`config.mk`:
```
export PLATFORM = sky130hd
export DESIGN_NAME = br_resolve_ctrl
export DESIGN_NICKNAME = d
export VERILOG_FILES = /design/src/rtl/br_resolve_ctrl_pkg.sv /design/src/rtl/br_resolve_ctrl_perf.sv /design/src/rtl/br_resolve_ctrl.sv
export SDC_FILE = /design/constraint.sdc
export NUM_CORES = 1
export LEC_CHECK = 0
export ABC_AREA = 1
export BUFFER_PORTS_ARGS = -buffer_cell sky130_fd_sc_hd__buf_2
export CAP_MARGIN = 20
export CORE_AREA = 2 2 188 190
export DETAILED_ROUTE_END_ITERATION = 8
export DIE_AREA = 0 0 190 192
export HOLD_SLACK_MARGIN = 0.03
export PLACE_DENSITY = 0.71
export SLEW_MARGIN = 40
export SYNTH_ARGS = -nofsm -noshare
export SYNTH_HDL_FRONTEND = slang
export SYNTH_SLANG_ARGS = --single-unit
```
`constraint.sdc`:
```
create_clock -name clk -period 2.26 [get_ports clk]
set_input_delay 0.113 -clock clk [delete_from_list [all_inputs] [get_ports clk]]
set_output_delay 0.113 -clock clk [all_outputs]
set_load 0.005 [all_outputs]
```
`src/rtl/br_resolve_ctrl_pkg.sv`:
```
// Shared definitions for the branch-resolve sequencer.
//  - BRU opcode codes, mirroring the existing decode header (code width BRU_CODE_BIT).
//  - State encoding of the sequencer FSM as plain localparams.
package br_resolve_ctrl_pkg;

  // Branch-unit opcode width and codes, shared with the decode stage.
  localparam int BRU_CODE_BIT = 4;

  localparam logic [BRU_CODE_BIT-1:0] BRU_NOP  = 4'd0;
  localparam logic [BRU_CODE_BIT-1:0] BRU_BEQ  = 4'd1;
  localparam logic [BRU_CODE_BIT-1:0] BRU_BNE  = 4'd2;
  localparam logic [BRU_CODE_BIT-1:0] BRU_BLT  = 4'd3;
  localparam logic [BRU_CODE_BIT-1:0] BRU_BGE  = 4'd4;
  localparam logic [BRU_CODE_BIT-1:0] BRU_BLTU = 4'd5;
  localparam logic [BRU_CODE_BIT-1:0] BRU_BGEU = 4'd6;
  localparam logic [BRU_CODE_BIT-1:0] BRU_B    = 4'd7;
  localparam logic [BRU_CODE_BIT-1:0] BRU_BL   = 4'd8;
  localparam logic [BRU_CODE_BIT-1:0] BRU_JIRL = 4'd9;

  // Sequencer state encoding.
  localparam int ST_W = 3;

  localparam logic [ST_W-1:0] ST_IDLE      = 3'd0;
  localparam logic [ST_W-1:0] ST_WAIT_OPND = 3'd1;
  localparam logic [ST_W-1:0] ST_RESOLVE   = 3'd2;
  localparam logic [ST_W-1:0] ST_REDIRECT  = 3'd3;
  localparam logic [ST_W-1:0] ST_LINK_WB   = 3'd4;

endpackage

```
`src/rtl/br_resolve_ctrl_perf.sv`:
```
// br_perf_cnt: pair of free-running wrapping event counters.
//  clk           in   clock
//  resetn        in   synchronous active-low reset, clears both counters
//  inc_br_i      in   count one resolved branch this cycle
//  inc_taken_i   in   count one taken branch this cycle
//  br_cnt_o      out  resolved-branch count
//  taken_cnt_o   out  taken-branch count
// Counters wrap from all-ones to zero; there is no saturation.
module br_perf_cnt #(
  parameter int W = 32
) (
  input  logic         clk,
  input  logic         resetn,
  input  logic         inc_br_i,
  input  logic         inc_taken_i,
  output logic [W-1:0] br_cnt_o,
  output logic [W-1:0] taken_cnt_o
);

  logic [W-1:0] br_cnt_q;
  logic [W-1:0] br_cnt_d;
  logic [W-1:0] taken_cnt_q;
  logic [W-1:0] taken_cnt_d;

  // Registers load every cycle; the increment is zero when the enable is low,
  // so the natural binary overflow gives the wrap behaviour.
  always_comb begin
    br_cnt_d    = br_cnt_q + {{(W-1){1'b0}}, inc_br_i};
    taken_cnt_d = taken_cnt_q + {{(W-1){1'b0}}, inc_taken_i};
  end

  always_ff @(posedge clk) begin
    if (!resetn) begin
      br_cnt_q    <= '0;
      taken_cnt_q <= '0;
    end else begin
      br_cnt_q    <= br_cnt_d;
      taken_cnt_q <= taken_cnt_d;
    end
  end

  assign br_cnt_o    = br_cnt_q;
  assign taken_cnt_o = taken_cnt_q;

endmodule

```
`src/rtl/br_resolve_ctrl.sv`:
```
// br_resolve_ctrl: sequencer between EX issue and the combinational branch unit.
//  Accepts one branch/jump at a time, waits for forwarded operands, fires the
//  branch unit for one cycle, then issues a fetch redirect (with a one-cycle
//  younger-instruction kill) and/or a link-register write. An older-instruction
//  flush aborts whatever is in flight. Keeps resolved/taken performance counters.
// Ports:
//  clk, resetn                  clock, synchronous active-low reset
//  ex_br_valid/ex_br_ready      branch handshake from EX
//  ex_br_op/pc/offset/rd        branch descriptor, latched on accept
//  ex_br_a/ex_br_b, ex_opnd_rdy forwarded operands, latched when ready
//  flush                        older-instruction flush, highest priority
//  bru_valid, bru_op/pc/offset/a/b   registered branch-unit inputs
//  bru_taken/target/link_pc/wen      branch-unit results
//  fe_redir_valid/target/ack    fetch redirect request
//  kill_younger                 one-cycle squash pulse
//  wb_req/rd/data, wb_gnt       link write request to the write-port arbiter
//  busy                         sequencer not idle
//  perf_br_cnt/perf_taken_cnt   performance counters
module br_resolve_ctrl
  import br_resolve_ctrl_pkg::*;
#(
  parameter int GRLEN = 32,
  parameter int OP_W  = BRU_CODE_BIT,
  parameter int RD_W  = 5
) (
  input  logic             clk,
  input  logic             resetn,
  input  logic             ex_br_valid,
  output logic             ex_br_ready,
  input  logic [OP_W-1:0]  ex_br_op,
  input  logic [GRLEN-1:0] ex_br_pc,
  input  logic [GRLEN-1:0] ex_br_offset,
  input  logic [RD_W-1:0]  ex_br_rd,
  input  logic [GRLEN-1:0] ex_br_a,
  input  logic [GRLEN-1:0] ex_br_b,
  input  logic             ex_opnd_rdy,
  input  logic             flush,
  output logic             bru_valid,
  output logic [OP_W-1:0]  bru_op,
  output logic [GRLEN-1:0] bru_pc,
  output logic [GRLEN-1:0] bru_offset,
  output logic [GRLEN-1:0] bru_a,
  output logic [GRLEN-1:0] bru_b,
  input  logic             bru_taken,
  input  logic [GRLEN-1:0] bru_target,
  input  logic [GRLEN-1:0] bru_link_pc,
  input  logic             bru_wen,
  output logic             fe_redir_valid,
  output logic [GRLEN-1:0] fe_redir_target,
  input  logic             fe_redir_ack,
  output logic             kill_younger,
  output logic             wb_req,
  output logic [RD_W-1:0]  wb_rd,
  output logic [GRLEN-1:0] wb_data,
  input  logic             wb_gnt,
  output logic             busy,
  output logic [GRLEN-1:0] perf_br_cnt,
  output logic [GRLEN-1:0] perf_taken_cnt
);

  logic [ST_W-1:0]  state_q;
  logic [ST_W-1:0]  state_d;
  logic             kill_q;
  logic             kill_d;

  // Branch descriptor and operands.
  logic [OP_W-1:0]  op_q;
  logic [GRLEN-1:0] pc_q;
  logic [GRLEN-1:0] off_q;
  logic [RD_W-1:0]  rd_q;
  logic [GRLEN-1:0] a_q;
  logic [GRLEN-1:0] b_q;

  // Branch-unit results captured at the end of RESOLVE.
  logic [GRLEN-1:0] target_q;
  logic [GRLEN-1:0] link_q;
  logic             wen_q;

  logic             accept;
  logic             opnd_take;
  logic             resolve_done;
  logic             rd_nonzero;
  logic [GRLEN-1:0] br_cnt;
  logic [GRLEN-1:0] taken_cnt;

  // flush wins over every handshake in the same cycle.
  assign accept       = (state_q == ST_IDLE) && ex_br_valid && !flush;
  assign opnd_take    = (state_q == ST_WAIT_OPND) && ex_opnd_rdy && !flush;
  assign resolve_done = (state_q == ST_RESOLVE) && !flush;
  assign rd_nonzero   = (rd_q != '0);

  // ---------------------------------------------------------------- state register
  always_ff @(posedge clk) begin
    if (!resetn) begin
      state_q  <= ST_IDLE;
      kill_q   <= 1'b0;
      op_q     <= '0;
      pc_q     <= '0;
      off_q    <= '0;
      rd_q     <= '0;
      a_q      <= '0;
      b_q      <= '0;
      target_q <= '0;
      link_q   <= '0;
      wen_q    <= 1'b0;
    end else begin
      state_q <= state_d;
      kill_q  <= kill_d;
      if (accept) begin
        op_q  <= ex_br_op;
        pc_q  <= ex_br_pc;
        off_q <= ex_br_offset;
        rd_q  <= ex_br_rd;
      end
      if ((accept && ex_opnd_rdy) || opnd_take) begin
        a_q <= ex_br_a;
        b_q <= ex_br_b;
      end
      if (resolve_done) begin
        target_q <= bru_target;
        link_q   <= bru_link_pc;
        wen_q    <= bru_wen;
      end
    end
  end

  // ---------------------------------------------------------------- next state
  always_comb begin
    state_d = state_q;
    unique case (state_q)
      ST_IDLE: begin
        if (accept) state_d = ex_opnd_rdy ? ST_RESOLVE : ST_WAIT_OPND;
      end
      ST_WAIT_OPND: begin
        if (ex_opnd_rdy) state_d = ST_RESOLVE;
      end
      ST_RESOLVE: begin
        // A link write to r0 is discarded, so it never reaches LINK_WB.
        if (bru_taken)                     state_d = ST_REDIRECT;
        else if (bru_wen && rd_nonzero)    state_d = ST_LINK_WB;
        else                               state_d = ST_IDLE;
      end
      ST_REDIRECT: begin
        if (fe_redir_ack) state_d = (wen_q && rd_nonzero) ? ST_LINK_WB : ST_IDLE;
      end
      ST_LINK_WB: begin
        if (wb_gnt) state_d = ST_IDLE;
      end
      default: state_d = ST_IDLE;
    endcase
    if (flush) state_d = ST_IDLE;
  end

  // Kill is armed only on the transition into REDIRECT, so a redirect that
  // waits several cycles for its ack still squashes exactly once.
  assign kill_d = (state_d == ST_REDIRECT) && (state_q != ST_REDIRECT);

  // ---------------------------------------------------------------- outputs
  // Everything is qualified by resetn so outputs read zero while reset is held,
  // even before the first clock edge has cleared the registers.
  always_comb begin
    ex_br_ready     = 1'b0;
    bru_valid       = 1'b0;
    bru_op          = '0;
    bru_pc          = '0;
    bru_offset      = '0;
    bru_a           = '0;
    bru_b           = '0;
    fe_redir_valid  = 1'b0;
    fe_redir_target = '0;
    kill_younger    = 1'b0;
    wb_req          = 1'b0;
    wb_rd           = '0;
    wb_data         = '0;
    busy            = 1'b0;
    perf_br_cnt     = '0;
    perf_taken_cnt  = '0;
    if (resetn) begin
      busy           = (state_q != ST_IDLE);
      perf_br_cnt    = br_cnt;
      perf_taken_cnt = taken_cnt;
      unique case (state_q)
        ST_IDLE: begin
          ex_br_ready = 1'b1;
        end
        ST_RESOLVE: begin
          bru_valid  = 1'b1;
          bru_op     = op_q;
          bru_pc     = pc_q;
          bru_offset = off_q;
          bru_a      = a_q;
          bru_b      = b_q;
        end
        ST_REDIRECT: begin
          fe_redir_valid  = 1'b1;
          fe_redir_target = target_q;
          kill_younger    = kill_q;
        end
        ST_LINK_WB: begin
          wb_req  = 1'b1;
          wb_rd   = rd_q;
          wb_data = link_q;
        end
        default: begin
        end
      endcase
    end
  end

  // ---------------------------------------------------------------- counters
  // A flushed RESOLVE never completes, so it is not counted.
  br_perf_cnt #(
    .W (GRLEN)
  ) u_perf (
    .clk         (clk),
    .resetn      (resetn),
    .inc_br_i    (resolve_done),
    .inc_taken_i (resolve_done && bru_taken),
    .br_cnt_o    (br_cnt),
    .taken_cnt_o (taken_cnt)
  );

endmodule

```
==> results.yml <==
clock_tree:
  clkLatencyLatePin_ns: 0.57
  clock-sinks: 270
  clock_tree.htree_level_count: 1
  cts_buffer_depth: 3
  cts-buffers-inserted: 30
  cts_setup_buffers: 0
  worst_setup_hold_path_clk_slew_ns: 0.06
  cts.root.buffer_cell: "sky130_fd_sc_hd__clkbuf_16"
  tritoncts: "yes"
global_route:
  largest_net_degree_at_the_start_of_global_routing: 183
  antenna_found_initial: 2
  wire_length_of_the_first_global_routing_pass_um: 72640
  total_grt_usage_pct: 24.31
  grt_remaining_overflow: 0
  via_count_of_the_first_global_routing_pass: 14680
setup_path:
  start_kind: "input pin"
  timing.critical_path.arrival_ns: 2.09
  worst_ep_required_time_ns: 2.15
  path_cells: "dlygate4sd3_1, buf_6, inv_6, buf_12, buf_16, nor2_1, buf_2"
  register_to_register_path_depth: 14
  crit_cells: 7
  path_buf_inv: 6
  slowest_delay_ns: 0.57
  timing.critical_path.slowest_stage_cell: "sky130_fd_sc_hd__dlygate4sd3_1"
  critPathMaxFanout: 126
  crit_path_end_kind: "output port"
  crit_family: "buffers and inverters"
  setup.worst_path.class: "in2out"
placed_design:
  placement.io_buffers: 480
  dpl.cell_count: 2856
  hpwlAfterDp_um: 30090
  final_estimated_routing_congestion_in_global_placement: 0.9148
  detailedPlace.worstSlack_ns: -0.004255
power:
  power_leakage_nw: 8.687
  power_per_cell_area_nw_per_um2: 618.3
  vdd_drop_max_mv: 0.6504
  report.power.total_w: 0.01156
timing:
  relSlewSlack_pct: 49.18
  finalWorstPathRequiredPeriod_ns: 2.207
  hold_violations: 0
  post-route-period-util_pct: 97.66
  final-max-slew-violation-count: 0
  skew_ns: 0.01807
  worst_slew_pin_slew_ns: 0.7623
  setup_violating_endpoint_count_in_the_final_report: 0
  fmax_mhz: 453.1
  setup_tns_after_final_layout_ns: 0
  setup_ws_ns: 0.05284
  whs_ns: 0.06417
synth:
  synth.area.top_cells: "sky130_fd_sc_hd__dfxtp_1 42%, sky130_fd_sc_hd__nor2_1 18%, sky130_fd_sc_hd__nand2_1 12%"
  syn_inst: 2005
  synthDominantAreaCellType: "sky130_fd_sc_hd__dfxtp_1"
  synth_top_area_share_pct: 42.32
  synthesis.yosys.warnings: 0
  synth.ff_latch_count: 270
  netlist-cell-type-count: 30
  netlist_area_um2: 12770
  leading_cell_types_by_count_after_synthesis: "607 x sky130_fd_sc_hd__nor2_1, 394 x sky130_fd_sc_hd__nand2_1, 270 x sky130_fd_sc_hd__dfxtp_1, 207 x sky130_fd_sc_hd__inv_1, 178 x sky130_fd_sc_hd__o21ai_0"
  avgSynthCellArea_um2: 6.371
  ys_async_sr_fraction_pct: 0
  ys_seq_area_share_pct: 42.32
  dominantRegCellSynth: "sky130_fd_sc_hd__dfxtp_1"
  synth_nets: 2219
  number_of_synthesized_flops_with_an_enable_pin: 0
  yosysMostFrequentCell: "sky130_fd_sc_hd__nor2_1"
floorplan:
  rows: 68
  die_x_um: 190
  floorplan.initialDensity_pct: 37.25
  floorplan.core_area_um2: 34290
  pin_count: 481
  chipHeight_um: 192
  dieArea_um2: 36480
routing:
  detail_route.wl_per_cell_um: 14.81
  drt_pre_antenna_iters: 5
  count_of_antenna_violating_nets_left_after_detailed_routing: 0
  remaining_drc_errors: 0
  vias_per_cell: 4.853
  via_count: 15150
  postRouteWirelength_um: 46220
  drtIter0Drc: 1168
layout:
  multi_input_area_um2: 5958
  layout_cell_share_with_drive_strength_beyond_1_pct: 22.54
  diodes: 0
  post_layout_nonfiller_instances: 3121
  final-seq-area_um2: 5406
  area_growth_syn_to_layout_pct: 46.35
  design.final.nets: 2857
  final.fill_count: 3126
run_status:
  status: "finished clean"
min_path:
  min-delay-path-class: "in2reg"
  min_path_cells: 5
flow_run:
  max_cap_viol_count: 0
worst reg2reg max path, delay by kind of cell, from the launching register on:
kind | cells | cell delay [ns]
flops | 1 | 0.33
simple gates | 7 | 0.84
compound gates | 2 | 0.21
fa+ha+maj | 2 | 0.39
buf+inv | 3 | 0.25
kinds of logic (layout without fill, tap and decap cells):
family,count (synthesis),in the layout,share of synthesized area (%)
AO/OA/AOI/OAI,335,335,13.31
XOR/XNOR,4,4,0.2743
adder cells (fa/ha/maj),4,4,0.3918
buffers and inverters,329,990,11.51
flip-flops,270,270,42.32
AND/OR/NAND/NOR,1063,1063,32.20
path summary, 6_finish.rpt:
path	startpoint	to	slack, ns
worst max-delay path	resetn	bru_b[31]	0.05
worst min-delay path	ex_br_valid	rd_q[4]	0.06
worst max register to register	state_q[1]	u_perf.taken_cnt_o[10]	0.17
worst min register to register	target_q[9]	target_q[9]	0.46
power breakdown:
group	switching [W]	internal [W]
combinational	0.000555	0.000541
clock	0.00206	0.00336
sequential	0.0000934	0.00495
per-layer routing:
layer  vias up  GRT usage (%)  part of all wire, %  routed length [µm]
met2       672          41.83                   48               22340
met5         -              0                0.058                  27
met3       163          5.317                  7.9                3656
met1      6879          28.71                   39               18160
met4         4          11.72                  4.4                2037
li1       7428              -                    -                   -
sequential cells by signal, indices dropped and copies added, names as in the netlist:
signal and count:
a_q 32, b_q 32, link_q 32, off_q 32
pc_q 32, target_q 32, u_perf.br_cnt_o 32, u_perf.taken_cnt_o 32
rd_q 5, op_q 4, state_q 3, kill_q 1
wen_q 1
repair_timing:
item                                    in CTS  in global routing
hold endpoints to repair                   214                  0
resized for setup                            2                 23
endpoints found under the setup margin     127                102
hold buffers                               209                  0
pin swaps                                    0                  3
through the flow:
step / instance area [µm²] / util [%]
finish: 18690 / 54.52
global route: 18690 / 54.52
CTS: 18600 / 54.23
detailed placement: 15390 / 44.90
global placement: 15390 / 44.88
floorplan: 12770 / -
final cells by class:
type / instances / area share, %
Clock buffer: 45 / 4.913
Clock inverter: 10 / 0.9839
Inverter: 214 / 4.431
Multi-Input combinational cell: 1406 / 31.87
Sequential cell: 270 / 28.92
Tap cell: 455 / 3.045
Timing Repair Buffer: 721 / 25.83
cell usage in the layout, fill, tap and decap left out, types with 4 or more instances in the layout:
cell / instances
sky130_fd_sc_hd__nor2_2: 6
sky130_fd_sc_hd__clkbuf_1: 5
sky130_fd_sc_hd__inv_1: 204
sky130_fd_sc_hd__dfxtp_1: 269
sky130_fd_sc_hd__buf_4: 25
sky130_fd_sc_hd__nand3_1: 39
sky130_fd_sc_hd__o21ai_0: 178
sky130_fd_sc_hd__nand2_1: 392
sky130_fd_sc_hd__nand2_2: 6
sky130_fd_sc_hd__a21oi_1: 114
sky130_fd_sc_hd__dlygate4sd3_1: 209
sky130_fd_sc_hd__buf_2: 479
sky130_fd_sc_hd__nand4_1: 5
sky130_fd_sc_hd__clkbuf_8: 10
sky130_fd_sc_hd__nor2_1: 600
sky130_fd_sc_hd__inv_2: 5
sky130_fd_sc_hd__bufinv_16: 5
sky130_fd_sc_hd__o21ai_1: 35
sky130_fd_sc_hd__buf_12: 5
sky130_fd_sc_hd__ha_2: 4
sky130_fd_sc_hd__nor2_4: 5
sky130_fd_sc_hd__nor3_1: 5
sky130_fd_sc_hd__clkbuf_16: 31
Power figures use the tool's default switching activity.
